## src/rtl/pu_cmp_if.sv

```systemverilog
`default_nettype none
// ============================================================================
//  Module   : pu_cmp_if
//  Purpose  : Shared PU bus bundle (strobes, operation select, data/attr).
//  Revision : 1.0  initial release
// ============================================================================
interface pu_cmp_if #(
    parameter int DATA_WIDTH = 32,
    parameter int ATTR_WIDTH = 4,
    parameter int SEL_WIDTH  = 4
);
    logic                  signal_wr;
    logic                  signal_oe;
    logic [SEL_WIDTH-1:0]  signal_sel;
    logic [DATA_WIDTH-1:0] data_in;
    logic [ATTR_WIDTH-1:0] attr_in;
    logic [DATA_WIDTH-1:0] data_out;
    logic [ATTR_WIDTH-1:0] attr_out;

    modport master (
        output signal_wr, signal_oe, signal_sel, data_in, attr_in,
        input  data_out, attr_out
    );

    modport slave (
        input  signal_wr, signal_oe, signal_sel, data_in, attr_in,
        output data_out, attr_out
    );
endinterface
`default_nettype wire

```

## src/rtl/pu_cmp.sv

```systemverilog
`default_nettype none
// ============================================================================
//  Module   : pu_cmp
//  Purpose  : Two-operand comparator PU; yields a 1-bit boolean on data_out[0].
//             Define PU_CMP_SIGNED_EN for signed LT/LE/GT/GE (default unsigned).
//  Revision : 1.0  initial release
// ============================================================================
module pu_cmp #(
    parameter int DATA_WIDTH = 32,
    parameter int ATTR_WIDTH = 4,
    parameter int SEL_WIDTH  = 4
) (
    input  wire logic clk,
    input  wire logic rst,
    pu_cmp_if.slave   bus
);

    typedef enum logic [1:0] {
        ST_IDLE   = 2'd0,
        ST_HAVE_A = 2'd1,
        ST_EVAL   = 2'd2,
        ST_DONE   = 2'd3
    } state_t;

    localparam logic [2:0] OP_EQ = 3'd0;
    localparam logic [2:0] OP_NE = 3'd1;
    localparam logic [2:0] OP_LT = 3'd2;
    localparam logic [2:0] OP_LE = 3'd3;
    localparam logic [2:0] OP_GT = 3'd4;
    localparam logic [2:0] OP_GE = 3'd5;

    localparam logic [ATTR_WIDTH-1:0] ATTR_INVALID = {{(ATTR_WIDTH-1){1'b0}}, 1'b1};

    state_t                state_q, state_d;
    logic [DATA_WIDTH-1:0] arg_a_q, arg_a_d;
    logic [DATA_WIDTH-1:0] arg_b_q, arg_b_d;
    logic [ATTR_WIDTH-1:0] attr_a_q, attr_a_d;
    logic [ATTR_WIDTH-1:0] attr_b_q, attr_b_d;
    logic [2:0]            op_q, op_d;
    logic                  result_q, result_d;
    logic [ATTR_WIDTH-1:0] result_attr_q, result_attr_d;

    logic cmp_eq;
    logic cmp_lt;
    logic cmp_res;
    logic cmp_illegal;
    logic unused_bits;

    // Only the INVALID flag of each operand and the low 3 select bits matter.
    assign unused_bits = ^{attr_a_q[ATTR_WIDTH-1:1], attr_b_q[ATTR_WIDTH-1:1],
                           bus.signal_sel[SEL_WIDTH-1:3]};

    assign cmp_eq = (arg_a_q == arg_b_q);
`ifdef PU_CMP_SIGNED_EN
    assign cmp_lt = ($signed(arg_a_q) < $signed(arg_b_q));
`else
    assign cmp_lt = (arg_a_q < arg_b_q);
`endif

    always_comb begin
        cmp_res     = 1'b0;
        cmp_illegal = 1'b0;
        case (op_q)
            OP_EQ:   cmp_res = cmp_eq;
            OP_NE:   cmp_res = ~cmp_eq;
            OP_LT:   cmp_res = cmp_lt;
            OP_LE:   cmp_res = cmp_lt | cmp_eq;
            OP_GT:   cmp_res = ~(cmp_lt | cmp_eq);
            OP_GE:   cmp_res = ~cmp_lt;
            default: cmp_illegal = 1'b1;
        endcase
    end

    always_comb begin
        state_d       = state_q;
        arg_a_d       = arg_a_q;
        arg_b_d       = arg_b_q;
        attr_a_d      = attr_a_q;
        attr_b_d      = attr_b_q;
        op_d          = op_q;
        result_d      = result_q;
        result_attr_d = result_attr_q;
        case (state_q)
            ST_IDLE, ST_DONE: begin
                if (bus.signal_wr) begin
                    arg_a_d  = bus.data_in;
                    attr_a_d = bus.attr_in;
                    state_d  = ST_HAVE_A;
                end
            end
            ST_HAVE_A: begin
                if (bus.signal_wr) begin
                    arg_b_d  = bus.data_in;
                    attr_b_d = bus.attr_in;
                    op_d     = bus.signal_sel[2:0];
                    state_d  = ST_EVAL;
                end
            end
            default: begin
                // EVAL lasts one cycle; a write arriving here is dropped.
                result_d      = cmp_res;
                result_attr_d = {{(ATTR_WIDTH-1){1'b0}},
                                 attr_a_q[0] | attr_b_q[0] | cmp_illegal};
                state_d       = ST_DONE;
            end
        endcase
    end

    always_ff @(posedge clk or negedge rst) begin
        if (!rst) begin
            state_q       <= ST_IDLE;
            arg_a_q       <= '0;
            arg_b_q       <= '0;
            attr_a_q      <= '0;
            attr_b_q      <= '0;
            op_q          <= '0;
            result_q      <= 1'b0;
            result_attr_q <= '0;
        end else begin
            state_q       <= state_d;
            arg_a_q       <= arg_a_d;
            arg_b_q       <= arg_b_d;
            attr_a_q      <= attr_a_d;
            attr_b_q      <= attr_b_d;
            op_q          <= op_d;
            result_q      <= result_d;
            result_attr_q <= result_attr_d;
        end
    end

    // Read path is purely combinational so a read and a write can share a cycle.
    always_comb begin
        bus.data_out = '0;
        bus.attr_out = '0;
        if (bus.signal_oe) begin
            if (state_q == ST_DONE) begin
                bus.data_out = {{(DATA_WIDTH-1){1'b0}}, result_q};
                bus.attr_out = result_attr_q;
            end else begin
                bus.attr_out = ATTR_INVALID;
            end
        end
    end

endmodule
`default_nettype wire

```

## src/flat_wrapper.sv

```systemverilog
// flat-port wrapper written by rule: the top's interface ports become plain ports
module pu_cmp_flat 
#(
    parameter int DATA_WIDTH = 32,
    parameter int ATTR_WIDTH = 4,
    parameter int SEL_WIDTH  = 4
)
  (clk, rst, bus_signal_wr, bus_signal_oe, bus_signal_sel, bus_data_in, bus_attr_in, bus_data_out, bus_attr_out);
  pu_cmp_if #(.DATA_WIDTH(DATA_WIDTH), .ATTR_WIDTH(ATTR_WIDTH), .SEL_WIDTH(SEL_WIDTH)) bus_i ();
  input  wire logic clk;
  input  wire logic rst;
  input wire logic [$bits(bus_i.signal_wr)-1:0] bus_signal_wr;
  input wire logic [$bits(bus_i.signal_oe)-1:0] bus_signal_oe;
  input wire logic [$bits(bus_i.signal_sel)-1:0] bus_signal_sel;
  input wire logic [$bits(bus_i.data_in)-1:0] bus_data_in;
  input wire logic [$bits(bus_i.attr_in)-1:0] bus_attr_in;
  output wire logic [$bits(bus_i.data_out)-1:0] bus_data_out;
  output wire logic [$bits(bus_i.attr_out)-1:0] bus_attr_out;
  assign bus_i.signal_wr = bus_signal_wr;
  assign bus_i.signal_oe = bus_signal_oe;
  assign bus_i.signal_sel = bus_signal_sel;
  assign bus_i.data_in = bus_data_in;
  assign bus_i.attr_in = bus_attr_in;
  assign bus_data_out = bus_i.data_out;
  assign bus_attr_out = bus_i.attr_out;
  pu_cmp #(.DATA_WIDTH(DATA_WIDTH), .ATTR_WIDTH(ATTR_WIDTH), .SEL_WIDTH(SEL_WIDTH)) u_core (.clk(clk), .rst(rst), .bus(bus_i));
endmodule
```

## config.mk

```make
export PLATFORM = sky130hd
export DESIGN_NAME = pu_cmp_flat
export DESIGN_NICKNAME = d
export VERILOG_FILES = /design/src/rtl/pu_cmp_if.sv /design/src/rtl/pu_cmp.sv /design/src/flat_wrapper.sv
export SDC_FILE = /design/constraint.sdc
export NUM_CORES = 1
export LEC_CHECK = 0
export CELL_PAD_IN_SITES_DETAIL_PLACEMENT = 2
export CELL_PAD_IN_SITES_GLOBAL_PLACEMENT = 2
export CORE_UTILIZATION = 37
export DETAILED_ROUTE_END_ITERATION = 8
export PLACE_DENSITY_LB_ADDON = 0.1
export SLEW_MARGIN = 5
export SYNTH_ARGS = -nofsm -noshare
export SYNTH_HDL_FRONTEND = slang
export SYNTH_SLANG_ARGS = --single-unit
```

## constraint.sdc

```tcl
create_clock -name clk -period 4.28 [get_ports clk]
set_input_delay 0.856 -clock clk [delete_from_list [all_inputs] [get_ports clk]]
set_output_delay 0.856 -clock clk [all_outputs]
set_load 0.005 [all_outputs]
```

==> results.tsv, run 1 <==
stage	metric	value	unit
clock_tree	Worst-Skew Late Latency	0.34	ns
die	Ports	80	
drt	via total after detailed routing	2443	
finish	ant diodes	0	
logic_synthesis	sequential area share after synthesis	46.3	%
clock_tree	Clock Tree Buf Depth	2	
logic_synthesis	Post-Synthesis Cells	327	
sta	max-slew violation count	0	
clock_tree	CTS Sinks	73	
critical_path	CP Data Arrival Time	2.04	ns
drt	met1 WL	3.28	mm
grt	GRT Total Usage	15.2	%
critical_path	r2r setup slk	2.11	ns
grt	vias in the first global route	2649	
critical_path	critical path's top delay family	buffers and inverters	
critical_path	largest fanout on the critical path	2	
sta	Setup-failing EPs final	0	
die	core area	0.0103	mm^2
finish	most frequent cells in the layout	73 x dfrtp_1, 53 x mux2_2, 40 x clkdlybuf4s50_1	
finish	fin nets	454	
logic_synthesis	area leader, netlist	dfrtp_1	
place	cell total after placement	500	
clock_tree	hold_buf cts	0	
place	PortBufs	41	
drt	via density per instance	4.73	
critical_path	Critical Path Start	bus_signal_oe	
drt	Top Metal Used	met4	
run_status	outcome	complete, no violations	
sta	worst slew pin tran	0.855	ns
power_and_ir_drop	pwr dens	712	mW/mm^2
critical_path	endpoint class of the critical path	output pin	
logic_synthesis	Synth area leaders	dfrtp_1 46%, mux2_2 15%, ha_1 11%	
finish	Syn-to-layout area delta	16.1	%
critical_path	worst path required time	3.42	ns
critical_path	RR Startpoint	u_core.state_q[0]	
sta	worst relative slew slack	43.0	%
critical_path	Worst path max stage delay	0.52	ns
sta	worst hold slack	0.499	ns
drt	final antenna-violating net count	0	
power_and_ir_drop	Pleak	0.00213	uW
place	Setup WS pre-CTS	1.37	ns
clock_tree	Resized Gates After CTS	0	
grt	antenna violations before repair	0	
critical_path	critical path depth	3	
sta	Final Hold Viols	0	
die	Initial Utilization	38.2	%
die	die area	0.0111	mm^2
finish	share of layout cells above drive strength 1	21.1	%
finish	Multi-input gate area	0.00181	mm^2
logic_synthesis	Syn Std Cell Area	0.00394	mm^2
sta	shortest period the worst path allows	2.90	ns
worst_hold_path	Hold Crit Class	reg -> reg	
drt	# DRC	0	
sta	final worst slack	1.38	ns
critical_path	Reg2Reg Capture Point	u_core.arg_a_q[17]	
drt	Iter 0 DRT Violations	37	
power_and_ir_drop	maximum VDD drop	233	uV
die	chip height	105	um
finish	FF+latch area	0.00183	mm^2
place	Post-DP HPWL	5.66	mm
clock_tree	Num CTS Buffers	9	
critical_path	worst r2r path cells	5	
finish	Layout fillers	1078	
drt	DRT Wirelength	7.73	mm
critical_path	CP Capture Point	bus_attr_out[0]	
sta	max frequency	345	MHz
sta	final worst path period share	67.7	%
sta	Post-Route Setup TNS	0	ns
clock_tree	H-tree depth	3	
run	total of max-cap violations	0	
logic_synthesis	yosys warns	0	
critical_path	CP Launch Type	input port	
clock_tree	CTS tree	built	
critical_path	Setup CP Type	in -> out	
finish	non-filler cells, final	516	
drt	Routed wire per std cell	15.0	um
die	die width	105	um
critical_path	Cell Chain, Critical Path	clkdlybuf4s50_1 > a21boi_0 > clkdlybuf4s50_1	
critical_path	Top cell by count, worst path	clkdlybuf4s50_1	
logic_synthesis	post-synth top area share	46.3	%
logic_synthesis	post-synthesis register bit count	73	
drt	met3 WL	237	um
drt	drt pass-1 iters	3	
drt	WL met2	4.08	mm
clock_tree	Root Driver	clkbuf_8	
clock_tree	Clk pin slew, worst setup/hold paths	0.08	ns
logic_synthesis	Distinct cells, synth	37	
sta	skew final	0.00506	ns
sta	unrepaired setup endpoints after global routing	no	
grt	largest net degree at the start of global routing	39	
critical_path	crit path buf inv count	2	
clock_tree	Post-CTS Setup Bufs	0	
die	Site Rows	37	
finish	commonest non-fill, non-tap cell in the layout	dfrtp_1	
grt	total congestion overflow	0	
logic_synthesis	Avg Cell Area, Syn	12.1	um^2
place	GPL Wtd Cong	0.686	
grt	global-route wire length before repair	13.0	mm
critical_path	Crit-path slowest cell	clkdlybuf4s50_1	
[metal layers]
metal	track usage [%]	vias up
met5	0	-
met4	5.53	0
met3	3.53	11
met2	27.1	42
met1	17.8	1237
li1	-	1153
[where the power goes]
| group | leakage [uW] | internal, uW | total [uW] | switching, uW |
|---|---|---|---|---|
| Sequential | 0.000855 | 1050 | 1240 | 194 |
| Clock | 0.0000912 | 268 | 532 | 264 |
| Combinational | 0.00118 | 753 | 1490 | 733 |
[state kept, by name, summed over array words and instances (netlist names)]
signal                count
u_core.op_q               3
u_core.arg_b_q           32
u_core.arg_a_q           32
u_core.result_q           1
u_core.attr_b_q           1
u_core.state_q            2
u_core.attr_a_q           1
u_core.result_attr_q      1
[cell type report]
class	instances	area share [%]
multi-input cells	209	39.6
repair buffers	44	9.35
well taps	136	3.72
clock buffers	9	2.71
clock inverters	7	1.56
inverters	38	3.12
flip-flops and latches	73	39.9
[per-stage QoR]
step           util (%)  instance area, um^2  total power (uW)
2_1_floorplan         -                 4070              2380
3_3_place_gp       42.4                 4380              2690
3_5_place_dp       42.4                 4380              2780
4_1_cts            44.3                 4580              3340
5_1_grt            44.3                 4580              3570
6_report           44.3                 4580              3260
[how the worst min path moves through the flow]
| stage | startpoint | endpoint | slack [ns] | cells after the start |
|---|---|---|---|---|
| detailed placement | u_core.arg_b_q[13] | u_core.arg_b_q[13] | 0.49 | 1 |
| CTS | u_core.arg_b_q[13] | u_core.arg_b_q[13] | 0.50 | 1 |
| floorplan | u_core.arg_b_q[10] | u_core.arg_b_q[10] | 0.46 | 1 |
| finish | u_core.arg_b_q[11] | u_core.arg_b_q[11] | 0.50 | 1 |
| global placement | u_core.arg_b_q[2] | u_core.arg_b_q[2] | 0.48 | 1 |
| global route | u_core.arg_b_q[13] | u_core.arg_b_q[13] | 0.51 | 1 |
[cells in the mapped netlist]
master and count:
nand2_1 10, nor2b_1 3, nor4_4 1, a41oi_2 1, buf_1 1, inv_1 38
a31o_2 1, dfrtp_1 73, mux2_1 16, nand4_2 1, and2_1 1, a21boi_0 1
buf_4 34, o21ai_0 3, buf_2 5, nand4_4 2, nand4_1 6, a211oi_1 3
conb_1 1, o22ai_1 2, mux2_2 53, o221ai_1 1, a311o_1 1, o31a_1 1
o31ai_1 1, nor2_1 5, o21a_1 2, a22oi_1 1, nor3_1 1, ha_1 35
a21oi_1 15, nand2b_1 1, and3_1 2, nand3_1 2, a21o_1 1, nor3_2 1
xnor2_1 1
[cell families after synthesis]
kind of cell | count (synthesis) | synth area share [%]
buf+inv | 78 | 10.8
flops | 73 | 46.3
mux | 69 | 19.7
simple gates | 36 | 6.06
fa+ha+maj | 35 | 11.1
compound gates | 34 | 5.65
other cells | 1 | 0.0951
xor+xnor | 1 | 0.222
Note: power is estimated with default switching activity, not from simulation.
==> inputs of run 2 (changes only) <==
--- a/config.mk
+++ b/config.mk
@@ -7,7 +7,7 @@
 export LEC_CHECK = 0
 export CELL_PAD_IN_SITES_DETAIL_PLACEMENT = 2
 export CELL_PAD_IN_SITES_GLOBAL_PLACEMENT = 2
-export CORE_UTILIZATION = 37
+export CORE_UTILIZATION = 34
 export DETAILED_ROUTE_END_ITERATION = 8
 export PLACE_DENSITY_LB_ADDON = 0.1
 export SLEW_MARGIN = 5
==> constraint.sdc (replaced) <==
create_clock -name clk -period 2.7 [get_ports clk]
set_input_delay 0.54 -clock clk [delete_from_list [all_inputs] [get_ports clk]]
set_output_delay 0.54 -clock clk [all_outputs]
set_load 0.005 [all_outputs]
==> run 2 against run 1 <==
Effect of this change: sequential share of layout area fell by 1.2 points; highest routed layer unchanged; wire length fell by 0.43%; non-clock buffer count unchanged; cell area is 3.0% higher; worst setup slack got worse by 0.93 ns; clock skew about the same.
==> results.tsv, run 2 (synthesis gave the netlist of run 1 again) <==
stage	metric	value	unit
run_status	outcome	complete, no violations	
die	core area	0.0111	mm^2
finish	Syn-to-layout area delta	19.5	%
critical_path	Setup CP Type	in -> out	
power_and_ir_drop	pwr dens	1170	mW/mm^2
critical_path	CP Launch Type	input port	
clock_tree	H-tree depth	3	
power_and_ir_drop	overall power	5520	uW
place	PortBufs	41	
clock_tree	Clk pin slew, worst setup/hold paths	0.06	ns
die	die width	110	um
grt	antenna violations before repair	0	
grt	global-route wire length before repair	12.9	mm
critical_path	endpoint class of the critical path	output pin	
clock_tree	hold_buf cts	0	
sta	shortest period the worst path allows	2.25	ns
grt	GRT Total Usage	14.6	%
finish	share of layout cells above drive strength 1	20.3	%
sta	Setup-failing EPs final	0	
grt	largest net degree at the start of global routing	74	
drt	drt pass-1 iters	2	
clock_tree	Num CTS Buffers	9	
drt	Routed wire per std cell	14.8	um
finish	commonest non-fill, non-tap cell in the layout	dfrtp_1	
die	Site Rows	38	
drt	Iter 0 DRT Violations	47	
power_and_ir_drop	maximum VDD drop	536	uV
critical_path	largest fanout on the critical path	2	
sta	Final Hold Viols	0	
finish	biggest regs	u_core.arg_a_q: 32 flops, u_core.arg_b_q: 32 flops, u_core.op_q: 3 flops	
finish	fin util	42.5	%
clock_tree	Resized Gates After CTS	0	
clock_tree	Worst-Skew Late Latency	0.33	ns
die	chip height	110	um
finish	fin nets	454	
sta	max-slew violation count	0	
worst_hold_path	Hold Crit Class	in -> async	
finish	Layout fillers	1152	
die	die area	0.0120	mm^2
place	Post-DP HPWL	5.38	mm
clock_tree	Post-CTS Setup Bufs	0	
drt	DRT Wirelength	7.69	mm
sta	Post-Route Setup TNS	0	ns
die	Ports	80	
sta	skew final	0.00497	ns
die	Initial Utilization	35.6	%
power_and_ir_drop	Pleak	0.00220	uW
drt	via density per instance	4.68	
sta	final worst path period share	83.2	%
drt	final antenna-violating net count	0	
place	GPL Wtd Cong	0.682	
clock_tree	CTS Sinks	73	
clock_tree	CTS tree	built	
finish	ant diodes	0	
place	cell total after placement	504	
drt	# DRC	0	
finish	most frequent cells in the layout	73 x dfrtp_1, 53 x mux2_2, 40 x clkdlybuf4s50_1	
run	total of max-cap violations	0	
sta	max frequency	445	MHz
sta	unrepaired setup endpoints after global routing	no	
grt	total congestion overflow	0	
critical_path	CP Data Arrival Time	1.71	ns
grt	vias in the first global route	2698	
critical_path	worst path required time	2.16	ns
drt	via total after detailed routing	2431	
finish	non-filler cells, final	520	
clock_tree	Root Driver	clkbuf_16	
clock_tree	Clock Tree Buf Depth	2	
[run 2: power by group]
| part | internal, uW | total, uW | switching, uW |
|---|---|---|---|
| registers | 1660 | 1970 | 311 |
| clock network | 738 | 1170 | 436 |
| logic | 1220 | 2370 | 1150 |
[run 2: layout make-up]
type | count | area, um^2 | share of cell area [%]
flip-flops and latches | 73 | 1830 | 38.8
well taps | 140 | 175 | 3.72
clock inverters | 3 | 40.0 | 0.849
multi-input cells | 209 | 1810 | 38.5
inverters | 38 | 143 | 3.03
repair buffers | 44 | 465 | 9.88
clock buffers | 13 | 250 | 5.31
[run 2: per-layer routing]
layer | GRT usage (%) | vias up | wire length, um
li1 | - | 1159 | -
met1 | 16.0 | 1225 | 3240
met2 | 26.0 | 38 | 3990
met3 | 4.74 | 9 | 337
met4 | 6.00 | 0 | 129
met5 | 0 | - | 0
[run 2: path summary, 6_finish.rpt]
path | depth (start not counted) | endpoint | slack (ns) | startpoint
worst max-delay path | 3 | bus_attr_out[0] | 0.45 | bus_signal_oe
worst min-delay path | 2 | u_core.arg_a_q[23] | 0.23 | rst
worst max register to register | 7 | u_core.result_q | 0.62 | u_core.arg_a_q[30]
worst min register to register | 1 | u_core.arg_b_q[11] | 0.49 | u_core.arg_b_q[11]
max in group asynchronous | 2 | u_core.result_q | 2.14 | rst
min in group clk | 1 | u_core.arg_b_q[11] | 0.49 | u_core.arg_b_q[11]
[run 2: stage by stage]
| step | worst slack (ns) | cell area (um^2) | hold WS, ns |
|---|---|---|---|
| final | 0.454 | 4710 | 0.233 |
| after global routing | 0.381 | 4710 | 0.265 |
| after CTS | 0.445 | 4710 | 0.250 |
| after detailed placement | 0.445 | 4420 | 0.482 |
| after global placement | 0.460 | 4420 | 0.476 |
| after floorplan | 0.842 | 4070 | 0.244 |
[run 2: worst max-delay path, stage by stage]
cell	delay, ns
clkdlybuf4s50_1	0.46
a21boi_0	0.18
clkdlybuf4s50_1	0.52
==> inputs of run 3 (changes only) <==
--- a/config.mk
+++ b/config.mk
@@ -7,7 +7,7 @@
 export LEC_CHECK = 0
 export CELL_PAD_IN_SITES_DETAIL_PLACEMENT = 2
 export CELL_PAD_IN_SITES_GLOBAL_PLACEMENT = 2
-export CORE_UTILIZATION = 34
+export CORE_UTILIZATION = 31
 export DETAILED_ROUTE_END_ITERATION = 8
 export PLACE_DENSITY_LB_ADDON = 0.1
 export SLEW_MARGIN = 5
==> constraint.sdc (replaced) <==
create_clock -name clk -period 2 [get_ports clk]
set_input_delay 0.4 -clock clk [delete_from_list [all_inputs] [get_ports clk]]
set_output_delay 0.4 -clock clk [all_outputs]
set_load 0.005 [all_outputs]
==> run 3 against run 2 <==
Effect of this change: sequential power up 38%; die area grew 9.5%; critical path type is now reg -> reg; global-route usage is 1.3 points lower; highest routed layer unchanged; critical path depth rose by 4; register-to-register slack worse by 0.57 ns; wire length rose by 4.3%.
==> results.tsv, run 3 (synthesis gave the netlist of run 1 again) <==
stage	metric	value	unit
run_status	outcome	complete, no violations	
critical_path	CP Launch Type	flip-flop	
clock_tree	Num CTS Buffers	9	
sta	max frequency	513	MHz
finish	ant diodes	0	
drt	# DRC	0	
die	chip height	115	um
critical_path	worst path required time	2.25	ns
die	Initial Utilization	32.3	%
drt	drt pass-1 iters	4	
critical_path	largest fanout on the critical path	3	
critical_path	Setup CP Type	reg -> reg	
power_and_ir_drop	pwr dens	1600	mW/mm^2
critical_path	Worst path max stage delay	0.40	ns
sta	max-slew violation count	0	
power_and_ir_drop	maximum VDD drop	744	uV
finish	fin nets	460	
die	core area	0.0122	mm^2
worst_hold_path	Hold Crit Class	in -> async	
sta	skew final	0.00358	ns
sta	Setup-failing EPs final	0	
sta	shortest period the worst path allows	1.95	ns
grt	vias in the first global route	2737	
sta	Final Hold Viols	0	
finish	cell area after layout	0.00492	mm^2
clock_tree	CTS Sinks	73	
clock_tree	Root Driver	clkbuf_16	
sta	unrepaired setup endpoints after global routing	yes	
place	placed instance area	0.00447	mm^2
critical_path	CP Data Arrival Time	2.20	ns
grt	GRT Total Usage	13.3	%
finish	Layout fillers	1313	
drt	final antenna-violating net count	0	
critical_path	Cell Chain, Critical Path	ha_4 > nand4_4 > nor4_4 > nand4_1 > xnor2_1 > o31a_1 > a41oi_2	
clock_tree	Clk pin slew, worst setup/hold paths	0.06	ns
drt	Iter 0 DRT Violations	26	
clock_tree	CTS tree	built	
die	Site Rows	40	
finish	Syn-to-layout area delta	24.9	%
drt	via total after detailed routing	2458	
die	die area	0.0132	mm^2
place	GPL Wtd Cong	0.659	
drt	via density per instance	4.44	
finish	commonest non-fill, non-tap cell in the layout	dfrtp_1	
grt	largest net degree at the start of global routing	74	
place	PortBufs	41	
finish	most frequent cells in the layout	73 x dfrtp_1, 53 x mux2_2, 39 x clkdlybuf4s50_1	
clock_tree	Clock Tree Buf Depth	2	
critical_path	Crit-path slowest cell	dfrtp_1	
finish	biggest regs	u_core.arg_a_q: 32 flops, u_core.arg_b_q: 32 flops, u_core.op_q: 3 flops	
drt	DRT Wirelength	8.02	mm
clock_tree	Worst-Skew Late Latency	0.33	ns
die	Ports	80	
power_and_ir_drop	overall power	7860	uW
critical_path	endpoint class of the critical path	flip-flop	
critical_path	r2r setup slk	0.05	ns
die	die width	115	um
sta	final worst path period share	97.5	%
critical_path	worst r2r path cells	7	
clock_tree	H-tree depth	3	
power_and_ir_drop	Pleak	0.00222	uW
grt	total congestion overflow	0	
grt	antenna violations before repair	0	
place	Post-DP HPWL	5.58	mm
drt	Routed wire per std cell	14.5	um
run	total of max-cap violations	0	
finish	share of layout cells above drive strength 1	25.5	%
grt	global-route wire length before repair	13.1	mm
==> run 3: through the flow <==
stage	util (%)	hold slack, ns	cells	setup TNS [ns]	worst slack, ns
2_1_floorplan	-	0.104	360	0	0.142
6_report	40.3	0.0995	553	0	0.0490
3_5_place_dp	36.6	0.472	534	-0.0663	-0.0663
3_3_place_gp	36.6	0.462	534	-0.0154	-0.0154
5_1_grt	40.3	0.129	553	-0.0996	-0.0951
4_1_cts	39.1	0.111	551	-0.0214	-0.0214
==> run 3: worst paths after layout <==
check	startpoint	to
worst max-delay path	u_core.arg_a_q[30]	u_core.result_q
worst min-delay path	rst	u_core.arg_b_q[21]
worst max register to register	u_core.arg_a_q[30]	u_core.result_q
worst min register to register	u_core.arg_b_q[1]	u_core.arg_b_q[1]
max in group asynchronous	rst	u_core.state_q[1]
min in group clk	u_core.arg_b_q[1]	u_core.arg_b_q[1]
==> run 3: repair_timing <==
action | in CTS | in global routing
hold buffers | 0 | 0
buffers inserted | 2 | 2
gates cloned | 0 | 0
pin swaps | 5 | 8
resized for setup | 5 | 13
endpoints found under the setup margin | 2 | 2
==> run 3: final cells by class <==
| class | count | area [um^2] | area share, % |
|---|---|---|---|
| flip-flops and latches | 73 | 1830 | 37.1 |
| well taps | 168 | 210 | 4.27 |
| clock buffers | 11 | 243 | 4.93 |
| inverters | 38 | 143 | 2.90 |
| multi-input cells | 209 | 1970 | 40.1 |
| repair buffers | 50 | 509 | 10.3 |
| clock inverters | 4 | 20.0 | 0.407 |
==> run 3: layer usage <==
layer	track usage [%]	vias to the layer above	share of wire, %
met3	3.80	8	3.4
li1	-	1165	-
met5	0	-	0
met4	4.68	0	1.4
met1	14.8	1246	41
met2	24.2	39	54
==> run 3: critical path: cells and delay by family (launching register included) <==
kind / cells / cell delay [ns]
adder cells (fa/ha/maj): 1 / 0.29
AND/OR/NAND/NOR: 3 / 0.63
AO/OA/AOI/OAI: 2 / 0.40
XOR/XNOR: 1 / 0.15
flip-flops: 1 / 0.40
==> run 3: power by group <==
part | internal, uW | switching (uW)
clock | 857 | 584
sequential | 2250 | 472
combinational | 1980 | 1720
total | 5090 | 2770
